File: config.mk
export PLATFORM = sky130hd
export DESIGN_NAME = bootrom_ahb_reader
export DESIGN_NICKNAME = d
export VERILOG_FILES = /design/src/rtl/bootrom_ahb_pkg.sv /design/src/rtl/bootrom_prefetch_buf.sv /design/src/rtl/bootrom_ahb_reader.sv
export SDC_FILE = /design/constraint.sdc
export NUM_CORES = 1
export LEC_CHECK = 0
export BUFFER_PORTS_ARGS = -buffer_cell sky130_fd_sc_hd__buf_4
export CELL_PAD_IN_SITES_DETAIL_PLACEMENT = 1
export CELL_PAD_IN_SITES_GLOBAL_PLACEMENT = 2
export CORE_ASPECT_RATIO = 1.1
export CORE_UTILIZATION = 33
export CTS_BUF_LIST = sky130_fd_sc_hd__clkbuf_8
export DETAILED_ROUTE_END_ITERATION = 8
export GPL_ROUTABILITY_DRIVEN = 0
export GPL_TIMING_DRIVEN = 1
export PLACE_DENSITY_LB_ADDON = 0.1
export RECOVER_POWER = 50
export SLEW_MARGIN = 20
export SYNTH_ARGS = -nofsm -noshare
export SYNTH_HDL_FRONTEND = slang
export SYNTH_SLANG_ARGS = --single-unit
File: constraint.sdc
create_clock -name HCLK -period 6.3 [get_ports HCLK]
set_clock_uncertainty 0.2 [all_clocks]
set_input_delay 0.945 -clock HCLK [delete_from_list [all_inputs] [get_ports HCLK]]
set_output_delay 0.945 -clock HCLK [all_outputs]
set_load 0.02 [all_outputs]
File: src/rtl/bootrom_ahb_pkg.sv
// bootrom_ahb_pkg: FSM states, HTRANS codes and ROM timing shared by the boot ROM reader.
package bootrom_ahb_pkg;
   typedef enum logic [2:0] {
      ST_IDLE,
      ST_MISS_WAIT,
      ST_DATA_ROM,
      ST_DATA_BUF,
      ST_ERR1,
      ST_ERR2
   } state_t;
   localparam logic [1:0] HTRANS_IDLE   = 2'b00;
   localparam logic [1:0] HTRANS_BUSY   = 2'b01;
   localparam logic [1:0] HTRANS_NONSEQ = 2'b10;
   localparam logic [1:0] HTRANS_SEQ    = 2'b11;
   localparam int ROM_LATENCY = 1;
endpackage

File: src/rtl/bootrom_prefetch_buf.sv
// bootrom_prefetch_buf: one-entry next-word buffer with in-flight prefetch tag and hit compare.
module bootrom_prefetch_buf
   import bootrom_ahb_pkg::*;
#(
   parameter int AW = 8
) (
   input  logic          i_clk,
   input  logic          i_rst_n,
   input  logic [AW-1:0] i_lookup_addr,
   input  logic          i_pf_issue,
   input  logic [AW-1:0] i_pf_addr,
   input  logic          i_consume,
   input  logic          i_take,
   input  logic [31:0]   i_rom_rdata,
   output logic          o_buf_hit,
   output logic          o_fl_hit,
   output logic [31:0]   o_data
);
   logic          r_vld;
   logic [AW-1:0] r_addr;
   logic [31:0]   r_data;
   logic          r_fl_vld;
   logic [AW-1:0] r_fl_addr;
   logic          r_ret_vld;
   logic [AW-1:0] r_ret_addr;
   logic [31:0]   r_out;
   assign o_buf_hit = r_vld && r_addr == i_lookup_addr;
   assign o_fl_hit  = r_fl_vld && r_fl_addr == i_lookup_addr;
   assign o_data    = r_out;
   // r_out freezes the hit word so a same-edge refill cannot corrupt the data phase
   always_ff @(posedge i_clk) begin
      if (!i_rst_n) begin
         r_vld      <= 1'b0;
         r_addr     <= '0;
         r_data     <= '0;
         r_fl_vld   <= 1'b0;
         r_fl_addr  <= '0;
         r_ret_vld  <= 1'b0;
         r_ret_addr <= '0;
         r_out      <= '0;
      end else begin
         r_fl_vld   <= i_pf_issue;
         r_fl_addr  <= i_pf_addr;
         r_ret_vld  <= r_fl_vld;
         r_ret_addr <= r_fl_addr;
         if (r_ret_vld && !i_consume) begin
            r_vld  <= 1'b1;
            r_addr <= r_ret_addr;
            r_data <= i_rom_rdata;
         end
         if (i_take) r_out <= r_data;
      end
   end
endmodule

File: src/rtl/bootrom_ahb_reader.sv
// bootrom_ahb_reader: AHB-Lite read-only slave driving a registered synchronous boot ROM port.
module bootrom_ahb_reader
   import bootrom_ahb_pkg::*;
#(
   parameter int AW_ADDR_W = 8,
   parameter bit PREFETCH  = 1'b1
) (
   input  logic                 HCLK,
   input  logic                 HRESETn,
   input  logic                 HSEL,
   input  logic [31:0]          HADDR,
   input  logic [1:0]           HTRANS,
   input  logic                 HWRITE,
   input  logic [2:0]           HSIZE,
   input  logic                 HREADY,
   output logic                 HREADYOUT,
   output logic                 HRESP,
   output logic [31:0]          HRDATA,
   output logic                 ROM_EN,
   output logic [AW_ADDR_W-1:0] ROM_W_ADDR,
   input  logic [31:0]          ROM_RDATA
);
   state_t                 r_state, w_nxt;
   logic                   r_rom_en, r_rom_dem;
   logic [AW_ADDR_W-1:0]   r_rom_addr;
   logic [AW_ADDR_W-1:0]   w_addr, w_pf_addr;
   logic                   w_accept, w_rd, w_buf_hit, w_fl_hit, w_hit, w_miss, w_pf_issue;
   logic [31:0]            w_buf_data;
   logic                   w_unused;
   assign w_addr     = HADDR[AW_ADDR_W+1:2];
   assign w_accept   = HSEL & HTRANS[1] & HREADY & HREADYOUT;
   assign w_rd       = w_accept & ~HWRITE;
   assign w_hit      = w_buf_hit | w_fl_hit;
   assign w_miss     = w_rd & ~w_hit;
   // next word follows a demand that just used the port, or a hit accepted at this edge
   assign w_pf_issue = PREFETCH && !w_miss && ((r_rom_en && r_rom_dem) || (w_rd && w_hit));
   assign w_pf_addr  = (w_rd && w_hit) ? w_addr + 1'b1 : r_rom_addr + 1'b1;
   assign ROM_EN     = r_rom_en;
   assign ROM_W_ADDR = r_rom_addr;
   assign w_unused   = ^{HSIZE, HADDR[31:AW_ADDR_W+2], HADDR[1:0], HTRANS[0]};
   generate
      if (PREFETCH) begin : g_pf
         bootrom_prefetch_buf #(.AW(AW_ADDR_W)) u_buf (
            .i_clk         (HCLK),
            .i_rst_n       (HRESETn),
            .i_lookup_addr (w_addr),
            .i_pf_issue    (w_pf_issue),
            .i_pf_addr     (w_pf_addr),
            .i_consume     (r_state == ST_DATA_ROM),
            .i_take        (w_rd & w_buf_hit),
            .i_rom_rdata   (ROM_RDATA),
            .o_buf_hit     (w_buf_hit),
            .o_fl_hit      (w_fl_hit),
            .o_data        (w_buf_data)
         );
      end else begin : g_nopf
         assign w_buf_hit  = 1'b0;
         assign w_fl_hit   = 1'b0;
         assign w_buf_data = '0;
      end
   endgenerate
   always_ff @(posedge HCLK) begin
      if (!HRESETn) r_state <= ST_IDLE;
      else r_state <= w_nxt;
   end
   always_ff @(posedge HCLK) begin
      if (!HRESETn) begin
         r_rom_en   <= 1'b0;
         r_rom_dem  <= 1'b0;
         r_rom_addr <= '0;
      end else begin
         r_rom_en   <= w_miss | w_pf_issue;
         r_rom_dem  <= w_miss;
         r_rom_addr <= w_miss ? w_addr : w_pf_issue ? w_pf_addr : r_rom_addr;
      end
   end
   always_comb begin
      w_nxt = r_state == ST_MISS_WAIT ? ST_DATA_ROM :
              r_state == ST_ERR1      ? ST_ERR2 :
              !w_accept               ? ST_IDLE :
              HWRITE                  ? ST_ERR1 :
              w_buf_hit               ? ST_DATA_BUF :
              w_fl_hit                ? ST_DATA_ROM : ST_MISS_WAIT;
   end
   always_comb begin
      HREADYOUT = !(r_state == ST_MISS_WAIT || r_state == ST_ERR1);
      HRESP     = r_state == ST_ERR1 || r_state == ST_ERR2;
      HRDATA    = r_state == ST_DATA_ROM ? ROM_RDATA :
                  r_state == ST_DATA_BUF ? w_buf_data : '0;
   end
endmodule
After elaboration in Yosys (flattened, before gate mapping) --
Index checks and enable logic that the tools add are counted.
Word-level totals: bits in registers 104, input bits 74, logic and storage cells 58
Cells by class: add/subtract/negate cells 2, equal/unequal tests 7, multiplexer cells 11, bitwise gates (word level) 11, reduce and logical (&&, ||, !) cells 14
Operators with widths (count):
- $mux 32 | 2
- $mux 8 | 3
- $add 8x1->8 const B | 2
- $eq 8x8->1 | 2
- $mux 3 | 3
- $and 1x1->1 | 6
- $eq 3x2->1 const B | 2
- $eq 3x3->1 const B | 2
- $logic_and 1x1->1 | 6
- $mux 2 | 3
- $eq 3x1->1 const B | 1
- $logic_not 1->1 | 3
- $logic_or 1x1->1 | 3
- $not 1->1 | 3
- $or 1x1->1 | 2
- $reduce_bool 2->1 | 1
- $reduce_or 2->1 | 1

Logic depth before layout (Yosys ltp) --
word-level depth 10, mapped depth 13, mapped depth without buffers 12

Hierarchy --
Synthesis repeated with hierarchy kept, for this count alone.
Unflattened totals: cells, all modules 511, area total of the unflattened synthesis 4722.0 um2
Modules (own cells, without submodules):
- bootrom_prefetch_buf | times used 1, cells each 343, area each 3394.5 um2
- bootrom_ahb_reader | times used 1, cells each 168, area each 1327.5 um2

Worst setup path before layout --
Ideal clock, no wire load.
path type input to register, start input port HADDR[4], end register g_pf.u_buf.r_fl_addr[6], arrival 3186 ps, data required time 5985 ps, path slack 2799 ps, stages on the path 12, path buffers 1, cells stage by stage buf_2 -> xnor2_1 -> nand4_1 -> nor4_1 -> nor2_4 -> mux2_2 -> ha_1 -> and3_1 -> nand3_1 -> xor2_1 -> mux2i_1 -> and2_1
On the way: word-level cells in the longest chain between the ends 5
RTL lines:
- start, declared | line bootrom_ahb_reader.sv:11 | input logic [31:0] HADDR,
- branches (longest 4 deep; another with $add 8x1->8)
- $mux 8 (*) | line bootrom_ahb_reader.sv:37 | assign w_pf_addr = (w_rd && w_hit) ? w_addr + 1'b1 : r_rom_addr + 1'b1;
- end signal, assigned | line bootrom_prefetch_buf.sv:43 | r_fl_addr <= i_pf_addr;
- end, declared | line bootrom_prefetch_buf.sv:23 | logic [AW-1:0] r_fl_addr;
Mark *: on every way between the ends. A chain may end at the register's enable or synchronous reset.

Final worst setup path --
start register r_state[1], end register g_pf.u_buf.r_data[13]
On the way: word-level cells in the longest chain between the ends 3
RTL lines:
- start, declared | line bootrom_ahb_reader.sv:23 | state_t r_state, w_nxt;
- start signal, assigned | line bootrom_ahb_reader.sv:64 | else r_state <= w_nxt;
- $eq 3x2->1 | line bootrom_ahb_reader.sv:49 | .i_consume (r_state == ST_DATA_ROM),
- $logic_not 1->1 | line bootrom_prefetch_buf.sv:46 | if (r_ret_vld && !i_consume) begin
- $logic_and 1x1->1 | line bootrom_prefetch_buf.sv:46
- end signal, assigned | line bootrom_prefetch_buf.sv:49 | r_data <= i_rom_rdata;
- end, declared | line bootrom_prefetch_buf.sv:21 | logic [31:0] r_data;
Every way passes these cells.

==> results.json <==
{
  "drtAntennaViolNets": 0,
  "path_class": "flip-flop to flip-flop",
  "synth_sequential_area_ratio_pct": 47.2,
  "rsz0062_at_grt": "false",
  "first_iter_violations": 147,
  "synth_warnings": 0,
  "yosys_most_used_dff": "dfxtp_1",
  "cts_max_level": 3,
  "grt_overflow": 0,
  "final_cell_mix": "nand2_1, dfxtp_1, a21oi_1",
  "nets": 682,
  "powerDensity_nw_per_um2": 221,
  "status": "complete, but fails checks",
  "post_cts_buffers": 0,
  "p_total_mw": 1.18,
  "finalWirelength_um": 12300,
  "ios": 117,
  "slew_viol_final": 105,
  "yosys.area.top_type_share_pct": 47.2,
  "maxCapViolCount": 3,
  "vdd_drop_max_mv": 0.115,
  "synth_top_family_by_area": "simple AND/OR/NAND/NOR gates",
  "synth-compound-area-share_pct": 18.9,
  "p_leak_nw": 1.94,
  "final_common_cell": "nand2_1",
  "die-area_um2": 13800,
  "cts-hold-fix-buffers": 0,
  "place_ws_ns": 2.45,
  "setup_viol": 0,
  "crit_path_end_kind": "flip-flop",
  "min_period_ns": 4.41,
  "reg2reg_depth": 5,
  "clockBufferDepth": 2,
  "worstPathMaxFanout": 40,
  "initial_core_util_pct": 34.5,
  "synth_edf_count": 0,
  "setup_tns_ns": 0,
  "num_rows": 43,
  "num_antenna_cells": 0,
  "startpoint_type": "flip-flop",
  "grt_pass1_vias": 3982,
  "worst_slew_pin_slew_ns": 1.77,
  "arrival_ns": 4.50,
  "postLayoutSetupSlackWorst_ns": 1.89,
  "yosys.area.top_type": "dfxtp_1",
  "whs_path_depth": 2,
  "async_flop_share_pct": 0,
  "drtPass1Iterations": 6,
  "cts_tree": "done",
  "nFillCells": 1544,
  "grt_pass1_wl_um": 20100,
  "synthXorXnorAreaFrac_pct": 5.76,
  "synth_fa_ha_area_share_pct": 0.284,
  "synthTopCellsByArea": "dfxtp_1, nand2_1, a21oi_1",
  "max_freq_ghz": 0.227,
  "via_per_inst": 5.09,
  "clk_pin_slew_ns": 0.11,
  "cts_resized": 0,
  "seq_area_um2": 2080,
  "antenna_found_initial": 0,
  "route.detailed.drc": 7,
  "cts-buffers-inserted": 9,
  "final_layout_size_suffix_gt1_share_pct": 16.5,
  "whs_ns": 0.238,
  "synth.mux.area_fraction_pct": 1.64,
  "multi_input_area_um2": 2160,
  "synth_cell_types": 42,
  "clk_latency_ns": 0.37,
  "violations": "design-rule violations, max-capacitance violations, max-slew violations",
  "cts_root_buffer": "clkbuf_8",
  "relSlewSlack_pct": -18.1,
  "dp_hpwl_um": 7860,
  "port_buffers": 88,
  "dieHeight_um": 123,
  "synth_area_um2": 4410,
  "area_growth_pct": 20.6,
  "die-width_um": 112,
  "route.vias.total": 3918,
  "synth-simple-area-share_pct": 22.4,
  "synthCells": 541,
  "syn_area_per_cell_um2": 8.16,
  "wire_per_inst_um": 16.0,
  "utilization_pct": 41.6,
  "ys_ff_latch": 104,
  "track_usage_pct": 18.6,
  "hold_path_class": "flip-flop to flip-flop",
  "grt_max_degree": 90,
  "critPathRequiredTime_ns": 6.38,
  "syn_nets": 616,
  "core-area_um2": 12800,
  "clock_sinks": 104,
  "hold_violations": 0,
  "finalCritPeriodShare_pct": 70.1
}
-- cells by family (layout without fill, tap and decap cells) --
group,Yosys count,in the layout
AOI/OAI and AO/OA,132,132
xor gates and xnor gates,29,29
adders and majority gates,1,1
buffers and inverters,43,114
DFF,104,104
muxes,7,7
and+or+nand+nor,225,225
-- state kept, by name (all words and copies together), names as in the netlist --
signal                 flops
ROM_EN                     1
g_pf.u_buf.r_ret_vld       1
g_pf.u_buf.r_fl_addr       8
g_pf.u_buf.r_ret_addr      8
r_state                    3
ROM_W_ADDR                 8
g_pf.u_buf.r_fl_vld        1
g_pf.u_buf.r_data         32
g_pf.u_buf.r_addr          8
g_pf.u_buf.r_vld           1
r_rom_dem                  1
g_pf.u_buf.o_data         32
-- cell usage after synthesis (6+ instances only) --
| master | count |
|---|---|
| a22o_1 | 32 |
| xor2_1 | 8 |
| dfxtp_1 | 104 |
| nor2_1 | 15 |
| nand3_1 | 9 |
| and2_1 | 14 |
| a21oi_1 | 82 |
| a22oi_1 | 6 |
| nand2_1 | 159 |
| xnor2_1 | 21 |
| clkbuf_1 | 32 |
-- area by class of cell --
cell class	instances	area share (%)
clock inverter	7	1.34
tap	157	3.69
sequential	104	39.1
inverter	4	0.282
timing repair buffer	94	12.6
multi-input combinational	394	40.7
clock buffer	9	2.33
-- where the power goes --
group / total, mW / internal, mW / switching, mW
Combinational: 0.0858 / 0.0367 / 0.0491
Clock: 0.421 / 0.185 / 0.236
Sequential: 0.668 / 0.663 / 0.00539
-- per-stage QoR --
stage	cell area, um^2	instances
floorplan	4410	541
global placement	5180	752
detailed placement	5180	752
CTS	5370	768
global route	5320	769
finish	5320	769
-- metal layers --
layer  global-route usage [%]  part of all wire [%]  routed length [um]  vias to the layer above
li1                         -                     -                   -                     1960
met1                     24.5                    48                5940                     1887
met2                     31.6                    48                5890                       64
met3                     3.38                   3.0                 369                        7
met4                     4.50                  0.81                  99                        0
met5                        0                     0                   0                        -
-- worst max-delay path, stage by stage, from the launching register on --
cell and delay, ns:
dfxtp_1 0.50, nor3b_1 0.57, clkbuf_1 1.33, nand2b_1 1.37, nand2_1 0.15, a21oi_1 0.20
-- worst paths after layout --
check	startpoint	slack, ns	endpoint
worst max-delay path	r_state[1]$_SDFF_PN0_	1.89	g_pf.u_buf.r_data[13]$_SDFFE_PN0P_
worst min-delay path	g_pf.u_buf.r_ret_addr[6]$_SDFF_PN0_	0.24	g_pf.u_buf.r_addr[6]$_SDFFE_PN0P_
worst max register to register	r_state[1]$_SDFF_PN0_	1.89	g_pf.u_buf.r_data[13]$_SDFFE_PN0P_
worst min register to register	g_pf.u_buf.r_ret_addr[6]$_SDFF_PN0_	0.24	g_pf.u_buf.r_addr[6]$_SDFFE_PN0P_
(Power assumes the default switching activity.)
